<file path="src/rtl/pattern_scan_ctrl_if.sv">
// pattern_scan_ctrl_if: data-memory port shared with the core through a req/grant handshake
interface pattern_scan_ctrl_if #(parameter int AW = 8);
  logic          bus_req;
  logic          bus_gnt;
  logic          mem_we;
  logic [AW-1:0] mem_addr;
  logic [7:0]    mem_rdata;
  logic [7:0]    mem_wdata;
  modport master (output bus_req, mem_addr, mem_we, mem_wdata, input bus_gnt, mem_rdata);
  modport slave  (input bus_req, mem_addr, mem_we, mem_wdata, output bus_gnt, mem_rdata);
endinterface

</file>
<file path="src/rtl/pattern_scan_ctrl.sv">
// pattern_scan_ctrl: counts 5-bit pattern hits in a 32-byte message held in data memory
module pattern_scan_ctrl #(
  parameter int AW       = 8,
  parameter int NBYTES   = 32,
  parameter int PAT_ADDR = 32,
  parameter int RES_ADDR = 33
) (
  input  logic clk,
  input  logic reset,
  input  logic start,
  output logic done,
  pattern_scan_ctrl_if.master bus
);
  localparam int IW = $clog2(NBYTES);
  typedef enum logic [2:0] {IDLE, ARB, LDPAT, SCAN, WR0, WR1, WR2, DONE} state_t;
  state_t        state, nxt;
  logic [4:0]    pat;
  logic [IW-1:0] idx;
  logic [3:0]    prev4;
  logic [7:0]    ctb, cto, cts;
  logic [2:0]    in_hits;
  logic [3:0]    x_hits;
  logic [11:0]   w;
  logic          go;
  assign go = (state == IDLE || state == DONE) && start;
  assign w  = {prev4, bus.mem_rdata};
  always_ff @(posedge clk or negedge reset)
    if (!reset) state <= IDLE;
    else        state <= nxt;
  always_comb begin
    nxt = state;
    case (state)
      IDLE, DONE: nxt = start ? ARB : state;
      ARB:        nxt = bus.bus_gnt ? LDPAT : ARB;
      LDPAT:      nxt = bus.bus_gnt ? SCAN : LDPAT;
      SCAN:       nxt = (bus.bus_gnt && idx == IW'(NBYTES - 1)) ? WR0 : SCAN;
      WR0:        nxt = bus.bus_gnt ? WR1 : WR0;
      WR1:        nxt = bus.bus_gnt ? WR2 : WR1;
      WR2:        nxt = bus.bus_gnt ? DONE : WR2;
      default:    nxt = IDLE;
    endcase
  end
  always_comb begin
    done          = state == DONE;
    bus.bus_req   = state inside {ARB, LDPAT, SCAN, WR0, WR1, WR2};
    bus.mem_we    = bus.bus_gnt && state inside {WR0, WR1, WR2};
    bus.mem_addr  = state == LDPAT ? AW'(PAT_ADDR) :
                    state == SCAN  ? AW'(idx) :
                    state == WR0   ? AW'(RES_ADDR) :
                    state == WR1   ? AW'(RES_ADDR + 1) :
                    state == WR2   ? AW'(RES_ADDR + 2) : '0;
    bus.mem_wdata = state == WR0 ? ctb : state == WR1 ? cto : state == WR2 ? cts : '0;
  end
  // windows 0..3 lie inside the current byte; 4..7 straddle the previous byte's low nibble
  always_comb begin
    in_hits = '0;
    x_hits  = '0;
    for (int i = 0; i < 4; i++) in_hits = in_hits + 3'(bus.mem_rdata[i +: 5] == pat);
    for (int i = 0; i < 8; i++) x_hits = x_hits + 4'(w[i +: 5] == pat);
  end
  always_ff @(posedge clk or negedge reset)
    if (!reset) begin
      pat   <= '0;
      idx   <= '0;
      prev4 <= '0;
      ctb   <= '0;
      cto   <= '0;
      cts   <= '0;
    end else if (go) begin
      idx <= '0;
      ctb <= '0;
      cto <= '0;
      cts <= '0;
    end else if (bus.bus_gnt && state == LDPAT) begin
      pat <= bus.mem_rdata[7:3];
      idx <= '0;
    end else if (bus.bus_gnt && state == SCAN) begin
      ctb   <= ctb + 8'(in_hits);
      cto   <= cto + 8'(in_hits != 3'd0);
      cts   <= cts + (idx == '0 ? 8'(in_hits) : 8'(x_hits));
      prev4 <= bus.mem_rdata[3:0];
      idx   <= idx + 1'b1;
    end
endmodule
</file>
<file path="src/flat_wrapper.sv">
// flat-port wrapper written by rule: the top's interface ports become plain ports
module pattern_scan_ctrl_flat 
#(
  parameter int AW       = 8,
  parameter int NBYTES   = 32,
  parameter int PAT_ADDR = 32,
  parameter int RES_ADDR = 33
)
  (clk, reset, start, done, bus_bus_req, bus_mem_addr, bus_mem_we, bus_mem_wdata, bus_bus_gnt, bus_mem_rdata);
  pattern_scan_ctrl_if #(.AW(AW)) bus_i ();
  input  logic clk;
  input  logic reset;
  input  logic start;
  output logic done;
  output wire logic [$bits(bus_i.bus_req)-1:0] bus_bus_req;
  output wire logic [$bits(bus_i.mem_addr)-1:0] bus_mem_addr;
  output wire logic [$bits(bus_i.mem_we)-1:0] bus_mem_we;
  output wire logic [$bits(bus_i.mem_wdata)-1:0] bus_mem_wdata;
  input wire logic [$bits(bus_i.bus_gnt)-1:0] bus_bus_gnt;
  input wire logic [$bits(bus_i.mem_rdata)-1:0] bus_mem_rdata;
  assign bus_bus_req = bus_i.bus_req;
  assign bus_mem_addr = bus_i.mem_addr;
  assign bus_mem_we = bus_i.mem_we;
  assign bus_mem_wdata = bus_i.mem_wdata;
  assign bus_i.bus_gnt = bus_bus_gnt;
  assign bus_i.mem_rdata = bus_mem_rdata;
  pattern_scan_ctrl #(.AW(AW), .NBYTES(NBYTES), .PAT_ADDR(PAT_ADDR), .RES_ADDR(RES_ADDR)) u_core (.clk(clk), .reset(reset), .start(start), .done(done), .bus(bus_i));
endmodule
</file>
<file path="config.mk">
export PLATFORM = sky130hd
export DESIGN_NAME = pattern_scan_ctrl_flat
export DESIGN_NICKNAME = d
export VERILOG_FILES = /design/src/rtl/pattern_scan_ctrl_if.sv /design/src/rtl/pattern_scan_ctrl.sv /design/src/flat_wrapper.sv
export SDC_FILE = /design/constraint.sdc
export NUM_CORES = 1
export LEC_CHECK = 0
export BUFFER_PORTS_ARGS = -buffer_cell sky130_fd_sc_hd__buf_2
export CORE_UTILIZATION = 37
export CTS_CLUSTER_SIZE = 14
export DETAILED_ROUTE_END_ITERATION = 10
export PLACE_DENSITY_LB_ADDON = 0.05
export SLEW_MARGIN = 20
export SYNTH_ARGS = -nofsm -noshare
export SYNTH_HDL_FRONTEND = slang
export SYNTH_SLANG_ARGS = --single-unit
</file>
<file path="constraint.sdc">
create_clock -name clk -period 12.1 [get_ports clk]
set_input_delay 1.21 -clock clk [delete_from_list [all_inputs] [get_ports clk]]
set_output_delay 1.21 -clock clk [all_outputs]
set_load 0.01 [all_outputs]
</file>
==> results.md <==
* Outcome: completed
* Vias in the first global route at between 2,000 and 3,000
* Post-synth top area cell: dfrtp_1
* EDFF count, synth at 0
* Slew Viols, Final at 0
* Rel. slew slack at roughly 38%
* Critical path startpoint category: primary input
* Dominant synthesized flop cell: dfrtp_1
* Layout filler cell count at a little under 900
* Synthesis Warnings at 0
* Max incr delay on CP at a little under 500 ps
* CTS tree: built
* Hold Path Depth at 2
* Area growth from synthesis to final layout at 7.78%
* Tcrit/Tclk final at roughly 45%
* Clock power frac at approximately a fifth
* CTS Hold Bufs at 0
* RSZ-0062 raised after global routing: no
* Combinational share of power at about a third
* Final instance area at about 0.0035 mm^2
* Syn_area_per_cell at between 8 and 9 um^2
* Top-area cell type share of the netlist area at between 30% and 40%
* DR iter-0 viols at 55
* Die footprint at between 0.009 and 0.01 mm^2
* Fraction of layout cells with a size suffix above 1 at 13.0%
* Number of library cell types mapped by synthesis at 46
* Chip width at roughly 95 um
* Detail Route Antenna Nets at 0
* Final min period at ~5500 ps
* DR DRC count at 0
* Worst Hold Class: flop to flop
* Routed WL at about 7700 um
* CP cell instances: buf_2, xnor2_1, nand3_1, nor3_1, ha_1, inv_1, fa_1, fa_1, inv_1, fa_1, inv_1, fa_1, nand2_1, a21boi_0, inv_1, fa_1, nor2b_1, o21ai_0, a211oi_2, xnor2_1, nor2_1
* Internal reg-to-reg setup slack at ~7000 ps
* Clock tree sinks at 41
* H-tree depth at 2
* Routability cong. at slightly below 0.8
* Row cnt at 33
* Crit path capture type: flop
* Hold Path Sink: u_core.prev4[3]
* Placed insts at roughly 480
* Starting Density at between 30% and 40%
* Clk buf depth at 2
* VDD IR max at 49.1 uV
* Die height at about 95 um
* Port bufs at 28
* Tot Pwr at 0.458 mW
* Top cell by count, worst path: fa_1
* Critical path class: primary input to flop
* CP Data Arrival Time at between 5000 and 6000 ps
* Cell area power density at about 130 mW/mm^2
* IO Pins at 31
* Worst r2r path cells at 20
* Syn Inst Count at around 370
* Vias per inst at between 5 and 6
* Actual slew at the worst max-slew pin at 935 ps
* Worst min-delay path startpoint: u_core.prev4[3]
* Total track usage at 18.4%
* CP Buf/Inv Count at 5
* ANT cells at 0
* Placed Area at approximately 0.0034 mm^2
* Async SR Flop Fraction at 100%
* Sequential share of the synthesized area at 31.9%
* Net Sw Frac at between 30% and 40%
* P_leak at roughly 1.6 nW
* Grt total ovfl at 0
* RR Startpoint: u_core.pat[4]
* DP HPWL at about 5500 um
* Internal power at ~0.28 mW
* Endpoints failing setup at 0
* Synthesized flop and latch total at a little over 40
* Total CTS buffers at 5
* Setup tns final at 0 ps
* R2R Path End: u_core.cts[6]
* Via count at roughly 2,500
* Net switching power at between 0.15 and 0.2 mW
* Largest net degree at the start of global routing at between 40 and 50
* Max-Cap Viols at 0
* Fmax at about 180 MHz
* Register clock-pin slew on the reported worst setup and hold paths at approximately 90 ps
* Final Hold Fails at 0
* Clk_skew at about 8.4 ps
* CP Max Fanout at 6
* Net count, final at 419
* Core area at between 0.008 and 0.009 mm^2
* Postcts setup bufs at 0
* First-pass GRT wire length at between 10,000 and 15,000 um
* CP max stage cell: fa_1
* TritonRoute pass-1 iters at 4
* Top delay family on crit path: adder cells
* DR WL/cell at 15.8 um
* Worst skew pair latency at 300 ps
* Initial antenna violation count at 0
* Flop pwr share at 44.9%
* Data required, critical path at approximately 12,000 ps
* Final cell count without fillers at 490
* CTS root buffer: clkbuf_8
* Post-cts resize count at 0
* Mapped Area at approximately 0.0032 mm^2
* Top cells by area, synth: dfrtp_1 32%, xor2_1 8.4%, xnor2_1 7.1%
layout make-up:
class / count / area, um^2 / area share (%)
Timing Repair Buffer: 29 / 150 / 4.33
Clock inverter: 2 / 10.0 / 0.289
Sequential cell: 41 / 1030 / 29.6
Inverter: 21 / 78.8 / 2.27
Tap cell: 105 / 131 / 3.79
Clock buffer: 6 / 72.6 / 2.09
Multi-Input combinational cell: 286 / 2000 / 57.6
cells in the final DEF, fill, tap and decap left out, types with 16 or more instances in the layout:
master   netlist  layout
buf_2          7      27
ha_1          16      16
o21ai_0       21      21
xnor2_1       26      26
nor2_1        40      40
xor2_1        31      31
nand2_1       42      42
dfrtp_1       41      41
inv_1         21      21
a21oi_1       16      16
per-stage QoR:
step	hold WS (ps)	worst slack [ps]	util, %
after floorplan	465	6510	-
after global placement	485	6390	40.8
after detailed placement	486	6280	40.8
after CTS	515	6610	41.8
after global routing	541	6240	41.8
final	508	6630	41.8
tightest hold or removal path: cells and delay by family (launching register included):
family / cells / cell delay [ps]
and+or+nand+nor: 2 / 110
DFF: 1 / 370
cells in the mapped netlist (2+ instances only):
master,count
a211oi_1,2
a21o_1,4
a21oi_1,16
a22o_1,2
a31oi_1,3
and3_1,9
buf_1,2
buf_2,7
buf_4,2
clkbuf_1,13
dfrtp_1,41
fa_1,7
ha_1,16
inv_1,21
mux2_2,5
mux2i_1,8
nand2_1,42
nand3_1,10
nand4_1,9
nor2_1,40
nor2b_1,3
nor3_1,9
o21ai_0,21
o22ai_1,2
or3_1,2
xnor2_1,26
xor2_1,31
power groups by stage:
stage	combinational, mW	sequential (mW)	clock [mW]
5_1_grt	0.187	0.210	0.101
6_report	0.159	0.205	0.0936
2_1_floorplan	0.143	0.184	0
3_3_place_gp	0.159	0.208	0
3_5_place_dp	0.161	0.208	0
4_1_cts	0.162	0.205	0.0966
worst max-delay path by stage:
stage / cells after the start / from / end / slack [ps]
floorplan: 21 / bus_mem_rdata[5] / u_core.cts[6] / 6510
global placement: 21 / bus_mem_rdata[5] / u_core.cts[6] / 6390
detailed placement: 21 / bus_mem_rdata[4] / u_core.cts[6] / 6280
CTS: 21 / bus_mem_rdata[4] / u_core.cts[6] / 6610
global route: 21 / bus_mem_rdata[5] / u_core.cts[4] / 6240
finish: 21 / bus_mem_rdata[4] / u_core.cts[6] / 6630
kinds of logic (layout without fill, tap and decap cells):
| kind of cell | after synthesis | after routing | synth area share [%] |
|---|---|---|---|
| and+or+nand+nor | 133 | 133 | 20.4 |
| AOI/OAI and AO/OA | 58 | 58 | 11.2 |
| xor gates and xnor gates | 57 | 57 | 15.5 |
| buffers and inverters | 46 | 58 | 6.10 |
| DFF | 41 | 41 | 31.9 |
| adders and majority gates | 23 | 23 | 10.6 |
| muxes | 13 | 13 | 4.24 |
| other | 1 | 2 | 0.117 |
state kept, by name (all words and copies together), names as in the netlist:
signal,cells
u_core.pat,5
u_core.state,3
u_core.cts,8
u_core.idx,5
u_core.prev4,4
u_core.cto,8
u_core.ctb,8
metal layers:
layer  up-vias  GRT usage [%]  wire length (um)
met5         -              0                 0
met4         0           4.80                86
met3         9           2.71               230
met2        47           30.5              3480
met1      1197           25.0              3930
li1       1262              -                 -
Power figures use the tool's default switching activity.
